==> src/rtl/usb_data_buffer.sv <==
// Shared byte FIFO between the AHB-lite register block and the USB TX/RX packet engines.
// One write port fed by either producer and one read port drained by either consumer; the head byte is show-ahead.
module usb_data_buffer #(
  parameter int DEPTH     = 64,
  parameter int ADDR_BITS = 6
) (
  input  logic       clk,
  input  logic       n_rst,
  input  logic       clear,
  input  logic       store_tx_data,
  input  logic [7:0] tx_data,
  input  logic       get_rx_data,
  output logic [7:0] rx_data,
  input  logic       store_rx_packet_data,
  input  logic [7:0] rx_packet_data,
  input  logic       get_tx_packet_data,
  output logic [7:0] tx_packet_data,
  output logic [6:0] buffer_occupancy,
  output logic       buffer_error
);

  localparam logic [6:0] FULL_COUNT = 7'(DEPTH);

  logic [7:0]           mem [DEPTH];
  logic [ADDR_BITS-1:0] wptr;
  logic [ADDR_BITS-1:0] rptr;
  logic [6:0]           occ;
  logic [6:0]           occ_next;

  logic       wr_req;
  logic       rd_req;
  logic       wr_ok;
  logic       rd_ok;
  logic       drop;
  logic       mem_we;
  logic [7:0] wr_byte;
  logic [7:0] head_byte;

  // Request arbitration and accept rules, all judged against the registered occupancy.
  // NOTE: every signal gets a default at the top of always_comb so no path can leave it unassigned and infer a latch.
  always_comb begin
    wr_req    = 1'b0;
    rd_req    = 1'b0;
    wr_ok     = 1'b0;
    rd_ok     = 1'b0;
    drop      = 1'b0;
    mem_we    = 1'b0;
    wr_byte   = 8'h00;
    head_byte = 8'h00;
    occ_next  = occ;

    wr_req  = store_tx_data | store_rx_packet_data;
    rd_req  = get_rx_data | get_tx_packet_data;
    // The AHB write strobe has priority; a simultaneous USB RX byte is silently lost.
    wr_byte = store_tx_data ? tx_data : rx_packet_data;

    rd_ok = rd_req & (occ != 7'd0);
    // A write at full only fits when a pop frees the slot in the same cycle; an empty read never bypasses.
    wr_ok = wr_req & ((occ != FULL_COUNT) | rd_ok);
    drop  = (wr_req & ~wr_ok) | (rd_req & ~rd_ok);

    mem_we = wr_ok & ~clear & n_rst;

    unique case ({wr_ok, rd_ok})
      2'b10:   occ_next = occ + 7'd1;
      2'b01:   occ_next = occ - 7'd1;
      default: occ_next = occ;
    endcase

    if (occ != 7'd0) begin
      head_byte = mem[rptr];
    end
  end

  assign rx_data          = head_byte;
  assign tx_packet_data   = head_byte;
  assign buffer_occupancy = occ;

  // NOTE: the storage array has no reset; its contents are only observable through rptr/occ, which are reset.
  always_ff @(posedge clk) begin
    if (mem_we) begin
      mem[wptr] <= wr_byte;
    end
  end

  // Pointers wrap naturally because DEPTH is a power of two and they are exactly ADDR_BITS wide.
  always_ff @(posedge clk or negedge n_rst) begin
    if (!n_rst) begin
      wptr         <= '0;
      rptr         <= '0;
      occ          <= 7'd0;
      buffer_error <= 1'b0;
    end else if (clear) begin
      wptr         <= '0;
      rptr         <= '0;
      occ          <= 7'd0;
      buffer_error <= 1'b0;
    end else begin
      if (wr_ok) begin
        wptr <= wptr + ADDR_BITS'(1);
      end
      if (rd_ok) begin
        rptr <= rptr + ADDR_BITS'(1);
      end
      occ          <= occ_next;
      buffer_error <= drop;
    end
  end

endmodule

==> config.mk <==
export PLATFORM = sky130hd
export DESIGN_NAME = usb_data_buffer
export DESIGN_NICKNAME = d
export VERILOG_FILES = /design/src/rtl/usb_data_buffer.sv
export SDC_FILE = /design/constraint.sdc
export NUM_CORES = 1
export LEC_CHECK = 0
export ABC_AREA = 0
export CAP_MARGIN = 10
export CORE_MARGIN = 4
export CORE_UTILIZATION = 25
export DETAILED_ROUTE_END_ITERATION = 7
export GPL_TIMING_DRIVEN = 0
export PLACE_DENSITY = 0.5
export SLEW_MARGIN = 20
export SYNTH_ARGS = -nofsm -noshare
export SYNTH_HDL_FRONTEND = slang
export SYNTH_SLANG_ARGS = --single-unit
==> constraint.sdc <==
create_clock -name clk -period 3.65 [get_ports clk]
set_clock_uncertainty 0.05 [all_clocks]
set_input_delay 1.095 -clock clk [delete_from_list [all_inputs] [get_ports clk]]
set_output_delay 1.095 -clock clk [all_outputs]
set_load 0.01 [all_outputs]
==> impl_summary.log <==
[metrics] synthesis warning total: 0
[metrics] clk buf depth: 3
[metrics] number of placed I/O pins: 47
[metrics] distinct cell type count of the synthesized netlist: 52
[metrics] measured slew at the worst slew-check pin: 890 ps
[metrics] worst-path fanout max: 8
[metrics] share of the yosys chip area belonging to registers: 0.749
[metrics] global-route total usage across every layer: 0.125
[metrics] maximum ir drop on the vdd rail: 349 uV
[metrics] violated checks: negative setup slack
[metrics] Std-Cell Core Area: 0.0838 sq mm
[metrics] Post-synth EDFFs: 512
[metrics] std cell rows: 106
[metrics] kind of path behind the tightest hold check: input pin to async pin
[metrics] Syn Std Cell Area: 0.0212 sq mm
[metrics] library cell used as clock root buffer: clkbuf_16
[metrics] Post-CTS Hold Buffers: 0
[metrics] achievable frequency: 0.239 GHz
[metrics] part of the power in combinational logic: 0.296
[metrics] top library cells by usage in the layout, fill and taps aside: 512 x edfxtp_1, 97 x mux4_2, 56 x mux2i_1, 55 x clkbuf_16, 47 x nor2_1
[metrics] startpoint of the most critical setup path: rptr[0]
[metrics] TritonCTS Buffers: 54
[metrics] number of filler cells placed in the layout: 8108
[metrics] Synth async-reset ratio: 0.0376
[metrics] main flop type after synthesis: edfxtp_1
[metrics] TritonCTS clock tree: yes
[metrics] Setup CP Type: register to primary output
[metrics] count of cells along the worst register-to-register path: 9
[metrics] relative area change from synthesis to final layout: 24.3%
[metrics] Detailed Place HPWL: 35200 microns
[metrics] drc violations: 0
[metrics] Critical Path AT: 3050 ps
[metrics] input/output buffers: 45
[metrics] capturing point of the worst reg2reg path: buffer_occupancy[6]
[metrics] smallest setup slack after layout: -541 ps
[metrics] initial cell density of the core: 0.253
[metrics] summed area of non-filler cells in the final layout: 0.0263 sq mm
[metrics] remaining number of nets flagged by the antenna check after routing: 0
[metrics] slew margin rel.: 0.405
[metrics] Max Cap Viol: 0
[metrics] Post-Synthesis Net Count: 1126
[metrics] endpoint type of the worst setup path: primary output
[metrics] first-pass GRT wire length: 81500 microns
[metrics] most common library cell in the layout ignoring fill and taps: edfxtp_1
[metrics] Clock Power Share: 0.304
[metrics] Layout Utilization: 0.314
[metrics] total of flip-flops plus latches after synthesis: 532
[metrics] met2 global-route usage: 0.211
[metrics] Placed Instance Area: 0.0231 sq mm
[metrics] final-report max-slew violation count: 0
[metrics] ratio of total power to cell area: 652 mW/mm^2
[metrics] unrepaired setup endpoints after global routing: true
[metrics] share of power burned in registers: 0.400
[metrics] clock sinks: 532
[metrics] Critical Path End: tx_packet_data[0]
[metrics] initial detailed-routing violation count: 1114
[metrics] final hold violations: 0
[metrics] Die Span X: 299 microns
[metrics] status: finished with violations
[metrics] data required time of the worst path: 2500 ps
[metrics] number of H-tree branching levels: 2
[metrics] insertion delay of the later-clocked pin in the worst-skew pair: 590 ps
[metrics] minimum hold slack: 423 ps
[metrics] pin count of the biggest net entering global routing: 65
[metrics] shortest period the worst path allows: 4190 ps
[metrics] r2r setup slk: 310 ps
[metrics] via count of the first global-routing pass: 11.4k
[metrics] met3 capacity usage during global routing: 0.0216
[metrics] met1 track demand over resource: 0.166
[metrics] startpoint class of the critical path: register
[metrics] startpoint of the worst-slack reg-to-reg timing path: buffer_occupancy[3]
[metrics] Final setup violation count: 16
[metrics] share of cells above drive strength 1: 0.357
[metrics] Antenna Cells: 0
[metrics] initial antenna violation count: 0
[metrics] total wire length after detailed routing: 56700 microns
[metrics] Routed WL per cell: 23.5 microns
[metrics] CTS clock-pin slew for the worst setup and hold paths: 60 ps
[metrics] Switching Share: 0.286
[metrics] final instance count without filler cells: 2414
[metrics] cell internal pwr: 12.3 mW
[metrics] final-stage net count: 1267
[metrics] static leakage: 8.14 nW
[metrics] routability-driven placement congestion ratio: 0.805
[metrics] area enclosed by the die boundary: 0.0895 sq mm
[metrics] Net Switching: 4.90 mW
[metrics] period utilisation layout: 1.15
[metrics] average via count per standard cell: 4.57
[metrics] most used routing layer in global routing: met2
[metrics] mean post-synth cell area: 19.3 sq um
[metrics] setup TNS: -6900 ps
[metrics] via count: 11.0k
[metrics] aggregate global routing overflow: 0
[metrics] first-pass detailed-route iteration total: 5
[metrics] cell count after synthesis: 1095
[metrics] Vert. Die Dim: 299 microns
[metrics] instance count after placement with tap cells included: 2274
==> critical path, cell delays in order (launching register included) <==
cell and delay, ps:
dfrtp_1 380, buf_6 140, buf_12 150, buf_16 160, buf_4 130, mux4_2 520, a22oi_1 250, nand2_1 180
a22o_4 290, buf_6 120, buf_6 110
==> flip-flops by register name (all words and copies together) (netlist names) <==
signal / flops
buffer_error: 1
buffer_occupancy: 7
mem: 512
rptr: 6
wptr: 6
==> final cells by class <==
type,count,area (sq um),share of cell area
Tap cell,1134,1420,0.0539
Sequential cell,532,15900,0.603
Multi-Input combinational cell,489,5740,0.218
Clock inverter,29,190,0.00722
Inverter,4,15.0,0.000570
Clock buffer,71,1460,0.0553
Buffer,70,688,0.0261
Timing Repair Buffer,85,943,0.0358
==> through the flow <==
stage / power [mW] / setup WS [ps]
2_1_floorplan: 9.45 / 104
3_3_place_gp: 11.0 / -1210
3_5_place_dp: 11.0 / -1170
4_1_cts: 17.2 / -588
5_1_grt: 17.8 / -606
6_report: 17.2 / -541
==> routing by layer <==
layer	wire length, microns	vias to the layer above
li1	-	4771
met1	23800	5835
met2	28100	334
met3	3410	88
met4	1380	0
met5	0	-
==> timing repair <==
action | in CTS | in global routing
pin swaps | 48 | 25
endpoints found under the setup margin | 529 | 114
resized for setup | 342 | 37
gates cloned | 2 | 0
setup buffers | 34 | 5
==> cells in the mapped netlist, drive strengths merged (7+ instances only) <==
cell type | n | area, sq um
dfrtp | 20 | 500
o221ai | 15 | 131
mux2 | 9 | 101
clkbuf | 35 | 131
a211oi | 20 | 150
edfxtp | 512 | 15400
nor2 | 93 | 357
nand2 | 26 | 97.6
mux2i | 68 | 681
a22o | 8 | 70.1
xor2 | 8 | 70.1
ha | 7 | 87.6
buf | 35 | 265
a22oi | 31 | 233
mux4 | 97 | 2180
o22ai | 17 | 106
a21oi | 33 | 165
==> power by group through the flow <==
stage,Clock (mW),Combinational [mW],Sequential [mW]
2_1_floorplan,0,2.46,6.99
6_report,5.22,5.08,6.86
4_1_cts,5.31,5.06,6.86
5_1_grt,5.57,5.36,6.87
3_3_place_gp,0,4.01,6.99
3_5_place_dp,0,4.02,6.99
==> worst min-delay path by stage <==
stage | to | slack, ps | cells after the start
6_report | buffer_occupancy[5] | 420 | 1
3_3_place_gp | rptr[5] | 500 | 2
3_5_place_dp | rptr[5] | 500 | 2
4_1_cts | wptr[1] | 550 | 2
5_1_grt | buffer_occupancy[3] | 450 | 1
2_1_floorplan | rptr[5] | 470 | 2
==> cell families (layout without fill, tap and decap cells) <==
logic type,after synthesis,after routing,synth area share
mux,174,174,0.140
buf+inv,74,259,0.0194
fa+ha+maj,8,8,0.00508
flops,532,532,0.749
simple gates,154,154,0.0331
compound gates,139,139,0.0471
xor+xnor,14,14,0.00579
Power figures use the tool's default switching activity.
